**src/rtl/mips_ctrl_pkg.sv**
```systemverilog
// rtl/mips_ctrl_pkg.sv - shared opcodes, alu_op encodings and control bundle for pipe_ctrl_unit
package mips_ctrl_pkg;

    localparam logic [5:0] OP_RTYPE = 6'h00;
    localparam logic [5:0] OP_J     = 6'h02;
    localparam logic [5:0] OP_JAL   = 6'h03;
    localparam logic [5:0] OP_BEQ   = 6'h04;
    localparam logic [5:0] OP_BNE   = 6'h05;
    localparam logic [5:0] OP_ADDI  = 6'h08;
    localparam logic [5:0] OP_ANDI  = 6'h0c;
    localparam logic [5:0] OP_ORI   = 6'h0d;
    localparam logic [5:0] OP_LW    = 6'h23;
    localparam logic [5:0] OP_SW    = 6'h2b;

    localparam logic [5:0] FN_SLL   = 6'h00;
    localparam logic [5:0] FN_SRL   = 6'h02;
    localparam logic [5:0] FN_SRA   = 6'h03;
    localparam logic [5:0] FN_MULT  = 6'h18;
    localparam logic [5:0] FN_ADD   = 6'h20;
    localparam logic [5:0] FN_ADDU  = 6'h21;
    localparam logic [5:0] FN_SUB   = 6'h22;
    localparam logic [5:0] FN_SUBU  = 6'h23;
    localparam logic [5:0] FN_AND   = 6'h24;
    localparam logic [5:0] FN_OR    = 6'h25;
    localparam logic [5:0] FN_XOR   = 6'h26;
    localparam logic [5:0] FN_NOR   = 6'h27;
    localparam logic [5:0] FN_SLT   = 6'h2a;
    localparam logic [5:0] FN_SLTU  = 6'h2b;

    // Non-zero so a decoded ADD is distinguishable from a bubble.
    localparam logic [2:0] ALU_ADD   = 3'd1;
    localparam logic [2:0] ALU_SUB   = 3'd2;
    localparam logic [2:0] ALU_FUNCT = 3'd3;
    localparam logic [2:0] ALU_LINK  = 3'd4;

    // MULT occupancy counter, wide enough for latencies up to 15.
    localparam int CNT_W = 4;

    typedef struct packed {
        logic       alu_src;
        logic [2:0] alu_op;
        logic       branch;
        logic       bne;
        logic       jump;
        logic       mem_read;
        logic       mem_write;
        logic       reg_write;
        logic       mem_to_reg;
    } ctrl_t;

    localparam int EX_HI  = 10;
    localparam int EX_LO  = 4;
    localparam int MEM_HI = 3;
    localparam int MEM_LO = 2;
    localparam int WB_HI  = 1;
    localparam int WB_LO  = 0;

endpackage

```
**src/rtl/mips_main_decoder.sv**
```systemverilog
// rtl/mips_main_decoder.sv - combinational opcode/funct to control bundle decoder
//  opcode/funct/rt/rd in; ctrl bundle, dst, illegal, reads_rt, is_mult, ext_sign out.
module mips_main_decoder
    import mips_ctrl_pkg::*;
#(
    parameter int OPC_W  = 6,
    parameter int FN_W   = 6,
    parameter int RA_W   = 5,
    parameter bit EN_JAL = 1'b1
) (
    input  logic [OPC_W-1:0] opcode,
    input  logic [FN_W-1:0]  funct,
    input  logic [RA_W-1:0]  rt,
    input  logic [RA_W-1:0]  rd,
    output ctrl_t            ctrl,
    output logic [RA_W-1:0]  dst,
    output logic             illegal,
    output logic             reads_rt,
    output logic             is_mult,
    output logic             ext_sign
);

    always_comb begin
        ctrl     = '0;
        dst      = '0;
        illegal  = 1'b0;
        reads_rt = 1'b0;
        is_mult  = 1'b0;
        ext_sign = !((opcode == OPC_W'(OP_ANDI)) || (opcode == OPC_W'(OP_ORI)));

        case (opcode)
            OPC_W'(OP_RTYPE): begin
                reads_rt = 1'b1;
                case (funct)
                    FN_W'(FN_SLL), FN_W'(FN_SRL), FN_W'(FN_SRA), FN_W'(FN_MULT),
                    FN_W'(FN_ADD), FN_W'(FN_ADDU), FN_W'(FN_SUB), FN_W'(FN_SUBU),
                    FN_W'(FN_AND), FN_W'(FN_OR), FN_W'(FN_XOR), FN_W'(FN_NOR),
                    FN_W'(FN_SLT), FN_W'(FN_SLTU): begin
                        ctrl.alu_op    = ALU_FUNCT;
                        ctrl.reg_write = 1'b1;
                        dst            = rd;
                        is_mult        = (funct == FN_W'(FN_MULT));
                    end
                    default: illegal = 1'b1;
                endcase
            end
            OPC_W'(OP_LW): begin
                ctrl.alu_op     = ALU_ADD;
                ctrl.alu_src    = 1'b1;
                ctrl.mem_read   = 1'b1;
                ctrl.reg_write  = 1'b1;
                ctrl.mem_to_reg = 1'b1;
                dst             = rt;
            end
            OPC_W'(OP_SW): begin
                reads_rt       = 1'b1;
                ctrl.alu_op    = ALU_ADD;
                ctrl.alu_src   = 1'b1;
                ctrl.mem_write = 1'b1;
            end
            OPC_W'(OP_BEQ), OPC_W'(OP_BNE): begin
                reads_rt    = 1'b1;
                ctrl.alu_op = ALU_SUB;
                ctrl.branch = 1'b1;
                ctrl.bne    = (opcode == OPC_W'(OP_BNE));
            end
            OPC_W'(OP_ADDI): begin
                ctrl.alu_op    = ALU_ADD;
                ctrl.alu_src   = 1'b1;
                ctrl.reg_write = 1'b1;
                dst            = rt;
            end
            OPC_W'(OP_J): ctrl.jump = 1'b1;
            OPC_W'(OP_JAL): begin
                if (EN_JAL) begin
                    ctrl.jump      = 1'b1;
                    ctrl.alu_op    = ALU_LINK;
                    ctrl.reg_write = 1'b1;
                    dst            = RA_W'(31);
                end else begin
                    illegal = 1'b1;
                end
            end
            default: illegal = 1'b1;
        endcase

        // Register 0 is hardwired; writing it would be a no-op that could still trip forwarding.
        if (dst == '0) begin
            ctrl.reg_write = 1'b0;
        end
    end

endmodule

```
**src/rtl/pipe_ctrl_unit.sv**
```systemverilog
// rtl/pipe_ctrl_unit.sv - pipelined control unit: decode, stage registers, load-use and MULT stalls
//  in: clk, rst_n, id_valid, id_opcode/funct/rs/rt/rd, flush
//  out: stall, ex_ctrl/ex_dst, mem_ctrl/mem_dst, wb_ctrl/wb_dst, ext_sign, illegal_op
module pipe_ctrl_unit
    import mips_ctrl_pkg::*;
#(
    parameter int OPC_W      = 6,
    parameter int FN_W       = 6,
    parameter int RA_W       = 5,
    parameter int MULDIV_LAT = 4,
    parameter bit EN_JAL     = 1'b1
) (
    input  logic             clk,
    input  logic             rst_n,
    input  logic             id_valid,
    input  logic [OPC_W-1:0] id_opcode,
    input  logic [FN_W-1:0]  id_funct,
    input  logic [RA_W-1:0]  id_rs,
    input  logic [RA_W-1:0]  id_rt,
    input  logic [RA_W-1:0]  id_rd,
    input  logic             flush,
    output logic             stall,
    output logic [6:0]       ex_ctrl,
    output logic [RA_W-1:0]  ex_dst,
    output logic [1:0]       mem_ctrl,
    output logic [RA_W-1:0]  mem_dst,
    output logic [1:0]       wb_ctrl,
    output logic [RA_W-1:0]  wb_dst,
    output logic             ext_sign,
    output logic             illegal_op
);

    ctrl_t            dec_ctrl;
    logic [RA_W-1:0]  dec_dst;
    logic             dec_illegal;
    logic             dec_reads_rt;
    logic             dec_is_mult;

    ctrl_t            ex_c;
    logic [RA_W-1:0]  ex_d;
    logic [3:0]       mem_c;
    logic [RA_W-1:0]  mem_d;
    logic [1:0]       wb_c;
    logic [RA_W-1:0]  wb_d;
    logic [CNT_W-1:0] cnt;

    logic mult_busy;
    logic load_use;
    logic issue;

    mips_main_decoder #(
        .OPC_W  (OPC_W),
        .FN_W   (FN_W),
        .RA_W   (RA_W),
        .EN_JAL (EN_JAL)
    ) u_dec (
        .opcode   (id_opcode),
        .funct    (id_funct),
        .rt       (id_rt),
        .rd       (id_rd),
        .ctrl     (dec_ctrl),
        .dst      (dec_dst),
        .illegal  (dec_illegal),
        .reads_rt (dec_reads_rt),
        .is_mult  (dec_is_mult),
        .ext_sign (ext_sign)
    );

    always_comb begin
        mult_busy = (cnt != '0);
        load_use  = id_valid && ex_c.mem_read && (ex_d != '0) &&
                    ((ex_d == id_rs) || ((ex_d == id_rt) && dec_reads_rt));
        // A flushed instruction is discarded, so it cannot be waiting on the load.
        issue     = id_valid && !flush && !load_use;
        stall     = mult_busy || (load_use && !flush);
    end

    always_ff @(posedge clk or negedge rst_n) begin
        if (!rst_n) begin
            ex_c       <= '0;
            ex_d       <= '0;
            mem_c      <= '0;
            mem_d      <= '0;
            wb_c       <= '0;
            wb_d       <= '0;
            cnt        <= '0;
            illegal_op <= 1'b0;
        end else begin
            wb_c <= mem_c[WB_HI:WB_LO];
            wb_d <= mem_d;

            if (id_valid && !flush && dec_illegal) begin
                illegal_op <= 1'b1;
            end

            if (mult_busy) begin
                // EX keeps the MULT; downstream drains with bubbles.
                mem_c <= '0;
                mem_d <= '0;
                cnt   <= cnt - CNT_W'(1);
            end else begin
                mem_c <= ex_c[MEM_HI:WB_LO];
                mem_d <= ex_d;
                if (issue) begin
                    ex_c <= dec_ctrl;
                    ex_d <= dec_dst;
                    cnt  <= dec_is_mult ? CNT_W'(MULDIV_LAT - 1) : '0;
                end else begin
                    ex_c <= '0;
                    ex_d <= '0;
                    cnt  <= '0;
                end
            end
        end
    end

    assign ex_ctrl  = ex_c[EX_HI:EX_LO];
    assign ex_dst   = ex_d;
    assign mem_ctrl = mem_c[MEM_HI:MEM_LO];
    assign mem_dst  = mem_d;
    assign wb_ctrl  = wb_c;
    assign wb_dst   = wb_d;

    // Only a branch/jump in EX can flush, and EX holds a MULT while busy.
    a_no_flush_in_mult: assert property (@(posedge clk) disable iff (!rst_n) !(flush && mult_busy));

endmodule
```
**config.mk**
```make
export PLATFORM = sky130hd
export DESIGN_NAME = pipe_ctrl_unit
export DESIGN_NICKNAME = d
export VERILOG_FILES = /design/src/rtl/mips_ctrl_pkg.sv /design/src/rtl/mips_main_decoder.sv /design/src/rtl/pipe_ctrl_unit.sv
export SDC_FILE = /design/constraint.sdc
export NUM_CORES = 1
export LEC_CHECK = 0
export CAP_MARGIN = 40
export CELL_PAD_IN_SITES_DETAIL_PLACEMENT = 0
export CELL_PAD_IN_SITES_GLOBAL_PLACEMENT = 1
export CORE_MARGIN = 5
export CORE_UTILIZATION = 34
export DETAILED_ROUTE_END_ITERATION = 6
export PLACE_DENSITY_LB_ADDON = 0.1
export SLEW_MARGIN = 5
export SYNTH_ARGS = -nofsm -noshare
export SYNTH_HDL_FRONTEND = slang
export SYNTH_SLANG_ARGS = --single-unit
```
**constraint.sdc**
```tcl
create_clock -name clk -period 3.5 [get_ports clk]
set_clock_uncertainty 0.1 [all_clocks]
set_input_delay 0.875 -clock clk [delete_from_list [all_inputs] [get_ports clk]]
set_output_delay 0.875 -clock clk [all_outputs]
set_load 0.02 [all_outputs]
```
==> flow_summary.yaml <==
clock_tree:
  clk_pin_slew_ns: 0.07
  holdBufCountCts: 0
  clk-insertion-delay-late_ns: 0.29
  clock-root-buffer: "clkbuf_8"
  clock_sinks: 35
  ctsLongestPathBuffers: 2
  numCtsBuffers: 5
  cts_tree: "yes"
  cts_htree_levels: 2
  postCtsSetupRepairBufs: 0
sta:
  rsz0062_at_grt: "false"
  drv_slew: 0
  max_slew.worst_pin.slew_ns: 0.830
  worst_slack_ns: 0.111
  fmax_ghz: 0.295
  final-setup-viol-count: 0
  finalCritPeriodShare_pct: 96.8
  min_period_ns: 3.39
  setup_tns_ns: 0
  hold_viol_final: 0
  relSlewSlack_pct: 44.4
worst_setup_path:
  critPathKind: "input pin to output pin"
  worstPathCellList: "clkdlybuf4s50_1 -> and3_1 -> and3_1 -> o211ai_2 -> a21oi_2 -> a21o_1 -> buf_6"
  arrival_ns: 2.41
  crit_family: "buffers and inverters"
  worstSetupStartpointType: "input pin"
  cp.required_ns: 2.52
  crit_buf_inv: 2
  slowest_stage: "clkdlybuf4s50_1"
  setup.worst_path.end_class: "output pin"
  worstPathMaxFanout: 3
  crit_top_cell: "and3_1"
  slowest_delay_ns: 0.48
placed_design:
  place_hpwl_mm: 3.79
  io_buffers: 59
  pre_cts_ws_ns: -0.480
  gp_congestion: 0.890
floorplan:
  die_area_um2: 7000
  fp.dieH_um: 83.7
  start_util_pct: 35.7
  die_w_um: 83.7
  design.core.area_um2: 5170
  row_count: 26
  io_pins: 60
detailed_routing:
  drc: 0
  drt_iter0_markers: 50
  dr.pass1.iters: 4
  wl_mm: 4.80
  wire_per_inst_um: 14.9
  ant_nets: 0
  avgViaCountPerCell: 4.97
  vias: 1601
synth:
  yosys_most_used_dff: "dfrtp_1"
  synthTopCellsByCount: "35 x dfrtp_1, 19 x nand2_1, 10 x buf_4"
  syn_area_um2: 1840
  synthTopCellsByArea: "dfrtp_1 47%, buf_4 4.1%, nand2_1 3.9%"
  synth_top_area_cell: "dfrtp_1"
  synth_most_common_cell: "dfrtp_1"
  ys_seq_area_share_pct: 47.5
  syn_nets: 210
  synthDistinctLibCells: 48
  synth_edf_count: 0
  ys_ff_latch: 35
  yosysWarnings: 0
  avgSynthCellArea_um2: 10.4
  synthArstFlopShare_pct: 100
  netlist.area_leader.share_pct: 47.5
  synth_cells: 178
cells_and_area:
  seq_area_um2: 876
  fillers: 459
  syn2layout_area_growth_pct: 49.1
  drive_gt1_share_pct: 17.5
  diodes: 0
  num-nets-final: 283
  multi_input_area_um2: 871
grt:
  grt_pass1_wl_mm: 7.96
  antenna_found_initial: 0
  grt_max_degree: 36
  grt-ovfl-total: 0
  grt_pass1_vias: 1668
  grtUsageTotal_pct: 14.0
hold_path:
  hp-class: "flop to flop"
pwr:
  vdd_ir_drop_max_mv: 0.256
  pwr_density_cell_nw_per_um2: 572
  p_leak_uw: 0.00116
run_status:
  outcome: "complete, no violations"
run:
  maxCapViolations: 0
[layout make-up]
cell class                 count  area share [%]
inverter                       5           0.683
clock buffer                   5            2.50
tap                           70            3.19
multi-input combinational    121            31.7
timing repair buffer          83            28.4
sequential                    35            31.9
clock inverter                 3            1.73
[layout by cell type (no fill, tap or decap), types with 2 or more instances in the layout]
master,netlist,layout
clkdlybuf4s50_1,0,55
dfrtp_1,35,35
buf_4,10,24
nand2_1,19,19
and2_1,9,9
xor2_1,8,8
o31ai_1,8,8
nor2_1,7,7
o22ai_1,6,6
a311oi_1,6,6
inv_1,5,5
nand3_1,5,5
o211ai_1,5,5
clkbuf_8,0,5
nor3_1,3,3
or4_1,3,3
o21ai_1,3,3
a21o_1,3,3
dlymetal6s2s_1,0,3
nor2b_1,2,2
and3_1,2,2
xnor2_1,2,2
o32ai_1,2,2
[cell families after synthesis]
family / share of synthesized area, %
xor+xnor: 4.75
flops: 47.5
compound gates: 18.8
buf+inv: 6.51
fa+ha+maj: 0.678
mux: 0.543
simple gates: 21.2
[registers in the layout, indices dropped and copies added (netlist names)]
| name | cells |
|---|---|
| mem_dst | 5 |
| illegal_op | 1 |
| wb_ctrl | 2 |
| mem_c | 3 |
| cnt | 4 |
| ex_dst | 5 |
| wb_dst | 5 |
| ex_ctrl | 7 |
| ex_c | 3 |
[final timing paths]
kind / start / endpoint / cells after the start / slack [ns]
worst max-delay path: id_opcode[5] / stall / 7 / 0.11
min in group asynchronous: rst_n / mem_dst[4]$_DFF_PN0_ / 2 / 0.89
worst max register to register: cnt[0]$_DFF_PN0_ / ex_dst[3]$_DFFE_PN0N_ / 8 / 0.97
max in group asynchronous: rst_n / ex_ctrl[2]$_DFFE_PN0N_ / 2 / 2.09
worst min register to register: mem_c[1]$_DFF_PN0_ / wb_ctrl[1]$_DFF_PN0_ / 0 / 0.25
worst min-delay path: mem_c[1]$_DFF_PN0_ / wb_ctrl[1]$_DFF_PN0_ / 0 / 0.25
[worst reg2reg max path, stage by stage (launching register included)]
cell      delay (ns)
dfrtp_1         0.39
inv_1           0.06
ha_1            0.21
or3b_1          0.40
buf_4           0.20
a31oi_1         0.63
nand2_1         0.12
o22ai_1         0.18
a311oi_1        0.08
[report_power, final]
group | internal, µW | switching (µW) | total, µW | leakage (µW)
logic | 312 | 324 | 636 | 0.000636
clock network | 216 | 158 | 373 | 0.0000587
registers | 490 | 74.2 | 564 | 0.000468
total | 1020 | 556 | 1570 | 0.00116
[stage by stage]
| step | hold WS, ns | cells | util [%] | instance area [µm²] | total power [µW] |
|---|---|---|---|---|---|
| floorplan | 0.231 | 178 | - | 1840 | 916 |
| global placement | 0.236 | 314 | 50.4 | 2610 | 1190 |
| detailed placement | 0.236 | 314 | 50.4 | 2610 | 1210 |
| CTS | 0.254 | 322 | 52.7 | 2730 | 1590 |
| global route | 0.264 | 322 | 53.1 | 2750 | 1670 |
| finish | 0.251 | 322 | 53.1 | 2750 | 1570 |
[timing repair]
action	4_1_cts	5_1_grt
resized for setup	6	5
endpoints found under the hold margin	0	0
pin swaps	3	3
setup endpoints to repair	1	1
[per-layer routing]
metal	up-vias	track usage, %	part of all wire, %
met1	746	17.2	45
li1	792	-	-
met5	-	0	0
met4	0	5.99	1.6
met3	8	2.86	5.0
met2	55	23.7	48
Note: power is estimated with default switching activity, not from simulation.
